[config.mk]
export PLATFORM = sky130hd
export DESIGN_NAME = prt_dprx_scrm
export DESIGN_NICKNAME = d
export VERILOG_FILES = /design/src/rtl/prt_dprx_scrm_pkg.sv /design/src/rtl/prt_dprx_scrm.sv
export SDC_FILE = /design/constraint.sdc
export NUM_CORES = 1
export LEC_CHECK = 0
export BUFFER_PORTS_ARGS = -buffer_cell sky130_fd_sc_hd__buf_4
export CAP_MARGIN = 15
export CORE_ASPECT_RATIO = 0.6
export CORE_MARGIN = 2
export CORE_UTILIZATION = 49
export DETAILED_ROUTE_END_ITERATION = 10
export PLACE_DENSITY = 0.75
export SLEW_MARGIN = 20
export SYNTH_ARGS = -nofsm -noshare
export SYNTH_HDL_FRONTEND = slang
export SYNTH_SLANG_ARGS = --single-unit
[constraint.sdc]
create_clock -name CLK_IN -period 1.38 [get_ports CLK_IN]
set_input_delay 0.276 -clock CLK_IN [delete_from_list [all_inputs] [get_ports CLK_IN]]
set_output_delay 0.276 -clock CLK_IN [all_outputs]
set_load 0.005 [all_outputs]
[src/rtl/prt_dprx_scrm_pkg.sv]
// ----------------------------------------------------------------------------
// prt_dprx_scrm_pkg
// Shared definitions for the DisplayPort scrambler/descrambler pair.
// Holds the 16-bit LFSR geometry (x^16+x^5+x^4+x^3+1), the K-codes the link
// layer cares about, and lfsr_step8(), which advances the LFSR by one symbol
// and returns the keystream byte used for that symbol.
// The TX scrambler imports the same function, so both ends stay bit-exact.
// No ports (package).
// ----------------------------------------------------------------------------
`timescale 1ns/1ps
package prt_dprx_scrm_pkg;

   localparam int                  C_LFSR_W    = 16;
   // Feedback lands on bits 3, 4 and 5; bit 0 takes the feedback directly
   // through the shift.
   localparam logic [C_LFSR_W-1:0] C_LFSR_TAPS = 16'h0038;

   localparam logic [7:0]          C_K_SR      = 8'h1C;   // K28.0, scrambler reset
   localparam logic [7:0]          C_K_BS      = 8'hBC;   // K28.5, blanking start

   // Returns {next_lfsr, keystream_byte}. Keystream bit i is the LFSR MSB
   // as it stands before the i-th single-bit step.
   function automatic logic [C_LFSR_W+7:0] lfsr_step8(input logic [C_LFSR_W-1:0] lfsr);
      logic [C_LFSR_W-1:0] v_l;
      logic [7:0]          v_ks;
      v_l  = lfsr;
      v_ks = '0;
      for (int i = 0; i < 8; i++) begin
         v_ks[i] = v_l[C_LFSR_W-1];
         v_l     = {v_l[C_LFSR_W-2:0], v_l[C_LFSR_W-1]}
                   ^ ({C_LFSR_W{v_l[C_LFSR_W-1]}} & C_LFSR_TAPS);
      end
      return {v_l, v_ks};
   endfunction

endpackage

[src/rtl/prt_dprx_scrm.sv]
// ----------------------------------------------------------------------------
// prt_dprx_scrm
// Per-lane DisplayPort RX descrambler. Sits after the lane aligner and ahead
// of lane merge / MSA parsing. Runs the DP LFSR across P_SPL symbols per
// clock, reseeds on every Scrambler Reset (K28.0), descrambles data symbols
// and passes K-symbols through untouched. One clock of latency, no
// backpressure.
//
// Optional feature macro: PRT_DPRX_SCRM_LOCK_EN
//   defined   : LNK_LOCK_OUT tracks SR activity (set on SR, cleared after
//               1024 valid beats without SR or when the link is disabled).
//   undefined : LNK_LOCK_OUT is CTL_LNK_EN_IN delayed by one clock.
//
// Ports
//   CLK_IN          link clock
//   RST_IN          asynchronous reset, active low
//   CTL_LNK_EN_IN   link enable (0 holds LFSR at seed, forces outputs to 0)
//   CTL_SCRM_EN_IN  descrambling enable (LFSR keeps running when 0)
//   LNK_DAT_IN      P_SPL symbols, symbol 0 in [7:0] is earliest
//   LNK_K_IN        K-flag per symbol
//   LNK_VLD_IN      input beat valid
//   LNK_DAT_OUT     descrambled symbols
//   LNK_K_OUT       K-flags aligned with LNK_DAT_OUT
//   LNK_VLD_OUT     output beat valid
//   LNK_LOCK_OUT    scrambler lock status
// ----------------------------------------------------------------------------
`timescale 1ns/1ps
module prt_dprx_scrm
   import prt_dprx_scrm_pkg::*;
#(
   parameter int                  P_SPL    = 2,
   parameter logic [C_LFSR_W-1:0] P_SEED   = 16'hFFFF,
   parameter logic [7:0]          P_SR_SYM = C_K_SR
)(
   input  logic                 CLK_IN,
   input  logic                 RST_IN,
   input  logic                 CTL_LNK_EN_IN,
   input  logic                 CTL_SCRM_EN_IN,
   input  logic [P_SPL*8-1:0]   LNK_DAT_IN,
   input  logic [P_SPL-1:0]     LNK_K_IN,
   input  logic                 LNK_VLD_IN,
   output logic [P_SPL*8-1:0]   LNK_DAT_OUT,
   output logic [P_SPL-1:0]     LNK_K_OUT,
   output logic                 LNK_VLD_OUT,
   output logic                 LNK_LOCK_OUT
);

   logic [C_LFSR_W-1:0] r_lfsr;
   logic [P_SPL*8-1:0]  r_dat;
   logic [P_SPL-1:0]    r_k;
   logic                r_vld;
   logic                r_lock;

   logic [C_LFSR_W-1:0] w_chain;
   logic [C_LFSR_W+7:0] w_step;
   logic [7:0]          w_sym;
   logic [C_LFSR_W-1:0] w_lfsr_nxt;
   logic [P_SPL*8-1:0]  w_dat_nxt;
`ifdef PRT_DPRX_SCRM_LOCK_EN
   logic                w_sr_any;
   logic [9:0]          r_beat_cnt;
`endif

   // Walk the symbols in time order. An SR leaves its symbol alone and hands
   // the seed to the next symbol, so with several SRs in one beat only the
   // last one decides the end-of-beat LFSR. Every other symbol costs eight
   // LFSR steps whether or not it is descrambled, which keeps the receiver
   // in step with the transmitter across bypass periods and K-symbols.
   always_comb begin
      w_chain   = r_lfsr;
      w_step    = '0;
      w_sym     = '0;
      w_dat_nxt = LNK_DAT_IN;
`ifdef PRT_DPRX_SCRM_LOCK_EN
      w_sr_any  = 1'b0;
`endif
      for (int s = 0; s < P_SPL; s++) begin
         w_sym  = LNK_DAT_IN[s*8 +: 8];
         w_step = lfsr_step8(w_chain);
         if (LNK_K_IN[s] && (w_sym == P_SR_SYM)) begin
            w_chain  = P_SEED;
`ifdef PRT_DPRX_SCRM_LOCK_EN
            w_sr_any = 1'b1;
`endif
         end else begin
            if (!LNK_K_IN[s] && CTL_SCRM_EN_IN) begin
               w_dat_nxt[s*8 +: 8] = w_sym ^ w_step[7:0];
            end
            w_chain = w_step[C_LFSR_W+7:8];
         end
      end
      w_lfsr_nxt = w_chain;
   end

   // Link disable behaves like a soft reset. Invalid beats leave data, K and
   // the LFSR untouched; only the valid flag drops.
   always_ff @(posedge CLK_IN or negedge RST_IN) begin
      if (!RST_IN) begin
         r_lfsr <= P_SEED;
         r_dat  <= '0;
         r_k    <= '0;
         r_vld  <= 1'b0;
      end else if (!CTL_LNK_EN_IN) begin
         r_lfsr <= P_SEED;
         r_dat  <= '0;
         r_k    <= '0;
         r_vld  <= 1'b0;
      end else begin
         r_vld <= LNK_VLD_IN;
         if (LNK_VLD_IN) begin
            r_lfsr <= w_lfsr_nxt;
            r_dat  <= w_dat_nxt;
            r_k    <= LNK_K_IN;
         end
      end
   end

`ifdef PRT_DPRX_SCRM_LOCK_EN
   // Lock follows SR activity. The beat counter restarts on every SR; the
   // 1024th consecutive valid beat without one drops lock and the counter
   // parks at its maximum until the next SR.
   always_ff @(posedge CLK_IN or negedge RST_IN) begin
      if (!RST_IN) begin
         r_lock     <= 1'b0;
         r_beat_cnt <= '0;
      end else if (!CTL_LNK_EN_IN) begin
         r_lock     <= 1'b0;
         r_beat_cnt <= '0;
      end else if (LNK_VLD_IN) begin
         if (w_sr_any) begin
            r_lock     <= 1'b1;
            r_beat_cnt <= '0;
         end else if (r_beat_cnt == 10'h3FF) begin
            r_lock     <= 1'b0;
         end else begin
            r_beat_cnt <= r_beat_cnt + 10'd1;
         end
      end
   end
`else
   // Without lock tracking, status simply mirrors the link enable.
   always_ff @(posedge CLK_IN or negedge RST_IN) begin
      if (!RST_IN) begin
         r_lock <= 1'b0;
      end else begin
         r_lock <= CTL_LNK_EN_IN;
      end
   end
`endif

   assign LNK_DAT_OUT  = r_dat;
   assign LNK_K_OUT    = r_k;
   assign LNK_VLD_OUT  = r_vld;
   assign LNK_LOCK_OUT = r_lock;

endmodule

==> results of run 1 <==
-- how the worst max path moves through the flow --
stage                                       to  slack, ps  depth (start not counted)
global placement         r_lfsr[6]$_DFFE_PN1P_       -260                          5
detailed placement  LNK_DAT_OUT[9]$_DFFE_PN0P_       -360                          7
finish                   r_lfsr[7]$_DFFE_PN1P_       -270                          5
floorplan                r_lfsr[8]$_DFFE_PN1P_        -90                          5
CTS                      r_lfsr[6]$_DFFE_PN1P_       -190                          5
global route             r_lfsr[3]$_DFFE_PN1P_       -360                          6
-- routing by layer --
metal | track usage (%) | wire length (um) | vias to the layer above
li1 | - | - | 910
met1 | 36.8 | 2730 | 932
met2 | 39.1 | 2820 | 77
met3 | 4.52 | 437 | 7
met4 | 7.58 | 56 | 0
met5 | 0 | 0 | -
-- power groups by stage --
stage | Combinational (mW) | Sequential, mW | Clock [mW]
after floorplan | 2.02 | 1.63 | 0
after global routing | 4.54 | 1.77 | 0.855
after global placement | 3.04 | 1.64 | 0
final | 4.26 | 1.74 | 0.793
after CTS | 3.60 | 1.67 | 0.806
after detailed placement | 3.12 | 1.66 | 0
-- cells in the mapped netlist, types with 2 or more instances --
cell,number,area [sq um]
a21oi_1,25,125
a2bb2oi_1,6,52.6
and3_1,2,12.5
buf_2,4,20.0
clkbuf_1,4,15.0
dfrtp_1,20,500
dfstp_2,16,420
inv_1,12,45.0
mux2i_1,2,20.0
nand2_1,22,82.6
nor2_1,10,37.5
nor2b_1,6,37.5
o211a_1,8,80.1
o21ai_0,18,90.1
o31ai_1,3,22.5
xnor2_1,25,219
xor2_1,20,175
-- cell families after synthesis --
family          count (synthesis)  share of synthesized area [%]
compound gates                 62                           18.5
xor+xnor                       46                           19.7
buf+inv                        23                           4.62
flops                          36                           44.2
mux                             2                          0.960
simple gates                   49                           12.1
-- cell type report --
type,count,area (sq um)
clock buffer,8,90.1
fill,286,843
inverter,12,45.0
multi-input combinational,159,1370
sequential,36,921
tap,60,75.1
timing repair buffer,94,756
-- timing repair --
action                                  4_1_cts  5_1_grt
pin swaps                                    10       16
hold buffers                                  1        0
endpoints found under the hold margin        20        0
buffers inserted                              2        5
gates resized for setup                      18       27
endpoints found under the setup margin       20       22
-- flip-flops by register name (all words and copies together) (netlist names) --
signal,flops
LNK_VLD_OUT,1
LNK_DAT_OUT,16
LNK_K_OUT,2
LNK_LOCK_OUT,1
r_lfsr,16
-- critical path, cell delays in order (launching register included) --
cell	delay, ps
dfstp_2	660
xnor2_4	170
xor2_2	210
xnor2_1	180
o21ai_0	150
a2bb2oi_2	190
-- through the flow --
step,power [mW],utilization (%),hold WS [ps],TNS (ps)
3_5_place_dp,4.78,69.8,267,-6760
6_report,6.79,79.4,262,-2660
4_1_cts,6.08,75.3,262,-1800
3_3_place_gp,4.69,69.8,261,-5130
2_1_floorplan,3.64,-,-19.6,-454
5_1_grt,7.16,79.4,283,-4040
==> flow_summary.json, run 1 <==
{
  "worstSetupStartpointType": "flop",
  "r2r_start": "r_lfsr[13]$_DFFE_PN1P_",
  "fin_skew_ps": 4.54,
  "critPathKind": "reg -> reg",
  "vias": 1926,
  "dpl.hpwl_mm": 4.16,
  "grt_max_degree": 37,
  "min_from": "LNK_DAT_IN[14]",
  "grt-ovfl-total": 0,
  "final_cells": 369,
  "routedWlPerCell_um": 16.4,
  "initial_core_util_pct": 50.9,
  "timing.final.ws_setup_ps": -269,
  "setup_viol": 16,
  "min_to": "LNK_DAT_OUT[14]$_DFFE_PN0P_",
  "stdcell_area_sq_um": 3260,
  "r2r_setup_slack_ps": -270,
  "crit_fanout": 3,
  "die_x_um": 88.2,
  "synth_area_per_cell_sq_um": 9.56,
  "hold_viol_final": 0,
  "required_ps": 1600,
  "r2r-end": "r_lfsr[7]$_DFFE_PN1P_",
  "p_per_area_nw_per_um2": 2080,
  "slew_violations": 0,
  "first_pass_iters": 4,
  "syn_nets": 241,
  "p_int_mw": 4.16,
  "async_flop_share_pct": 100,
  "cap_violations": 0,
  "core_sq_um": 4100,
  "cts_made_buffers": 5,
  "hold_path.class": "in -> reg",
  "antenna_found_initial": 0,
  "switchingPower_mw": 2.63,
  "endpoint_kind": "flop",
  "synth_area_sq_um": 2080,
  "leakage_nw": 1.57,
  "ys_warn_count": 0,
  "reg2reg_depth": 5,
  "syn2layout_area_growth_pct": 56.2,
  "ys_ff_latch": 36,
  "power_frac_seq_pct": 25.6,
  "grt_pass1_vias": 1753,
  "via_per_inst": 5.22,
  "mostFrequentLayoutCells": "buf_4, dfrtp_1, nand2_1, a21oi_1, dfstp_2",
  "grt_pass1_wl_mm": 8.77,
  "failed_checks": "setup timing",
  "ys.flop_type": "dfrtp_1",
  "status": "complete, but fails checks",
  "seq_area_frac_synth_pct": 44.2,
  "io_pins": 43,
  "die_h_um": 54.5,
  "timing.final.crit_share_pct": 119,
  "slew_headroom_pct": 68.5,
  "io_buffers": 42,
  "wirelength_mm": 6.04,
  "cts_root_buf": "clkbuf_8",
  "clockPowerShare_pct": 11.7,
  "cts_tree": "built",
  "combPwrFrac_pct": 62.7,
  "place_area_sq_um": 2860,
  "sw_frac_of_total_pct": 38.7,
  "layout.nets": 331,
  "ant_nets": 0,
  "h-tree-depth": 2,
  "synth_cells": 218,
  "clockBufferDepth": 2,
  "rsz0062_at_grt": "true",
  "post-place-ws_ps": -361,
  "crit_path_start": "r_lfsr[13]$_DFFE_PN1P_",
  "cts.sinks": 36,
  "period_needed_ps": 1650,
  "num_antenna_cells": 0,
  "gp_congestion": 0.834,
  "fmax_mhz": 606,
  "dieArea_sq_um": 4810,
  "drtIter0Drc": 96,
  "arrival_ps": 1870,
  "clock_latency_ps": 290,
  "vdd_drop_max_mv": 1.23,
  "path_clk_slew_ps": 70,
  "dp_cells": 356,
  "hold_depth": 3,
  "grt_use_total_pct": 25.4,
  "worst_pin_slew_ps": 473,
  "row_count": 18,
  "synth_edf_count": 0,
  "final_common_cell": "buf_4",
  "drive_gt1_share_pct": 49.2,
  "synth_cell_type_count": 32,
  "drc": 0
}
No activity file was read; power rests on OpenSTA's default activity.
==> inputs of run 2 (changes only) <==
Clock period 1.38 ns to 1.5 ns, I/O delays scaled along.
==> run 2 against run 1 <==
Effect of this change:
- the flow still finishes with violations (setup timing)
- sequential share of layout area increased by 2.0 points
- sequential power down 12%
- combinational power decreased by 16%
- clock-buffer cell count fell by 1
- non-clock buffer count is 9 lower
- final cell count is 2.4% lower
- flip-flop and latch count stayed put
- clock skew increased by 9.2 ps
- clock power decreased by 15%
- critical path type unchanged
- critical endpoint is now r_lfsr[6]$_DFFE_PN1P_
- highest routed layer unchanged
==> flow_summary.json, run 2 (synthesized netlist as in run 1, its figures left out) <==
{
  "status": "complete, but fails checks",
  "failed_checks": "setup timing",
  "grt_pass1_wl_mm": 8.36,
  "routedWlPerCell_um": 15.5,
  "clock_latency_ps": 290,
  "vdd_drop_max_mv": 1.14,
  "core_sq_um": 4100,
  "endpoint_kind": "flop",
  "vias": 1822,
  "worst_pin_slew_ps": 483,
  "grt-ovfl-total": 0,
  "antenna_found_initial": 0,
  "ant_nets": 0,
  "drive_gt1_share_pct": 46.3,
  "cts_root_buf": "clkbuf_8",
  "io_buffers": 42,
  "stdcell_area_sq_um": 3040,
  "slew_violations": 0,
  "cap_violations": 0,
  "dp_cells": 346,
  "crit_fanout": 4,
  "dieArea_sq_um": 4810,
  "use_met1_pct": 35.2,
  "worst_path_max_delay_cell": "dfstp_2",
  "period_needed_ps": 1620,
  "max_stage_delay_ps": 620,
  "dpl.hpwl_mm": 3.98,
  "grtUsageMet2_pct": 35.8,
  "final_common_cell": "buf_4",
  "grt_use_met3_pct": 6.03,
  "hold_viol_final": 0,
  "setup_viol": 9,
  "fin_setup_tns_ps": -647,
  "layout.nets": 322,
  "die_h_um": 54.5,
  "grt_max_degree": 37,
  "grt_use_total_pct": 23.9,
  "cts.sinks": 36,
  "row_count": 18,
  "timing.critical_path.cells": "xnor2_2 -> xnor2_1 -> buf_4 -> xor2_2 -> a21oi_1 -> a2bb2oi_1",
  "mostFrequentLayoutCells": "buf_4, nand2_1, dfrtp_1",
  "initial_core_util_pct": 50.9,
  "drc": 0,
  "fin_skew_ps": 13.7,
  "n_fill_cell": 307,
  "r2r_start": "r_lfsr[13]$_DFFE_PN1P_",
  "first_pass_iters": 4,
  "cts_tree": "built",
  "crit_path_start": "r_lfsr[13]$_DFFE_PN1P_",
  "num_antenna_cells": 0,
  "arrival_ps": 1830,
  "syn2layout_area_growth_pct": 45.7,
  "p_per_area_nw_per_um2": 1900,
  "timing.final.crit_share_pct": 108,
  "timing.final.ws_setup_ps": -117,
  "total_power_mw": 5.77,
  "cts_made_buffers": 5,
  "fmax_mhz": 618,
  "required_ps": 1710,
  "hold_path.class": "in -> reg",
  "post-place-ws_ps": -343,
  "wirelength_mm": 5.59,
  "leakage_nw": 1.49,
  "min_from": "LNK_DAT_IN[11]",
  "path_clk_slew_ps": 70,
  "final_cells": 360,
  "clockBufferDepth": 2,
  "h-tree-depth": 2,
  "io_pins": 43,
  "place_area_sq_um": 2710,
  "worstSetupStartpointType": "flop",
  "rsz0062_at_grt": "true",
  "drtIter0Drc": 86,
  "critPathKind": "reg -> reg",
  "die_x_um": 88.2,
  "via_per_inst": 5.06,
  "gp_congestion": 0.886,
  "busiest_layer": "met2",
  "grt_pass1_vias": 1691,
  "slew_headroom_pct": 67.8
}
-- run 2: metrics by stage --
step                      util (%)  hold WS [ps]
after floorplan                  -          4.41
after global placement        66.1           287
after detailed placement      66.1           287
after CTS                     70.8           318
after global routing          74.1           318
final                         74.1           316
-- run 2: worst max-delay path: cells and delay by family (launching register included) --
family	cells	cell delay, ps
DFF	1	620
xor gates and xnor gates	3	470
AOI/OAI and AO/OA	2	310
buffers and inverters	1	160
-- run 2: area by class of cell --
type	instances	area, sq um	share of cell area, %
clock buffer	7	76.3	2.51
tap	60	75.1	2.47
sequential	36	921	30.3
multi-input combinational	159	1270	41.7
clock inverter	1	5.00	0.165
inverter	12	45.0	1.48
timing repair buffer	85	648	21.3
-- run 2: final timing paths --
path / end / slack [ps] / depth (start not counted)
worst max-delay path: r_lfsr[6]$_DFFE_PN1P_ / -120 / 6
max in group asynchronous: r_lfsr[12]$_DFFE_PN1P_ / 600 / 2
worst max register to register: r_lfsr[6]$_DFFE_PN1P_ / -120 / 6
worst min-delay path: LNK_DAT_OUT[11]$_DFFE_PN0P_ / 320 / 3
min in group asynchronous: LNK_DAT_OUT[0]$_DFFE_PN0P_ / 520 / 2
worst min register to register: LNK_DAT_OUT[9]$_DFFE_PN0P_ / 490 / 2
-- run 2: metal layers --
metal	part of all wire, %	vias to the layer above
li1	-	892
met1	50	866
met2	43	54
met3	6.4	10
met4	0.98	0
met5	0	-
-- run 2: where the power goes --
part,internal (mW),switching (mW)
combinational,1.91,1.65
sequential,1.28,0.252
clock,0.326,0.345
total,3.52,2.25
-- run 2: repair_timing --
action | CTS | global route
gates resized for setup | 13 | 23
pin swaps | 9 | 17
hold buffers | 1 | 0
buffers inserted | 3 | 3
setup endpoints to repair | 14 | 16
gates cloned | 0 | 0
hold endpoints to repair | 20 | 0
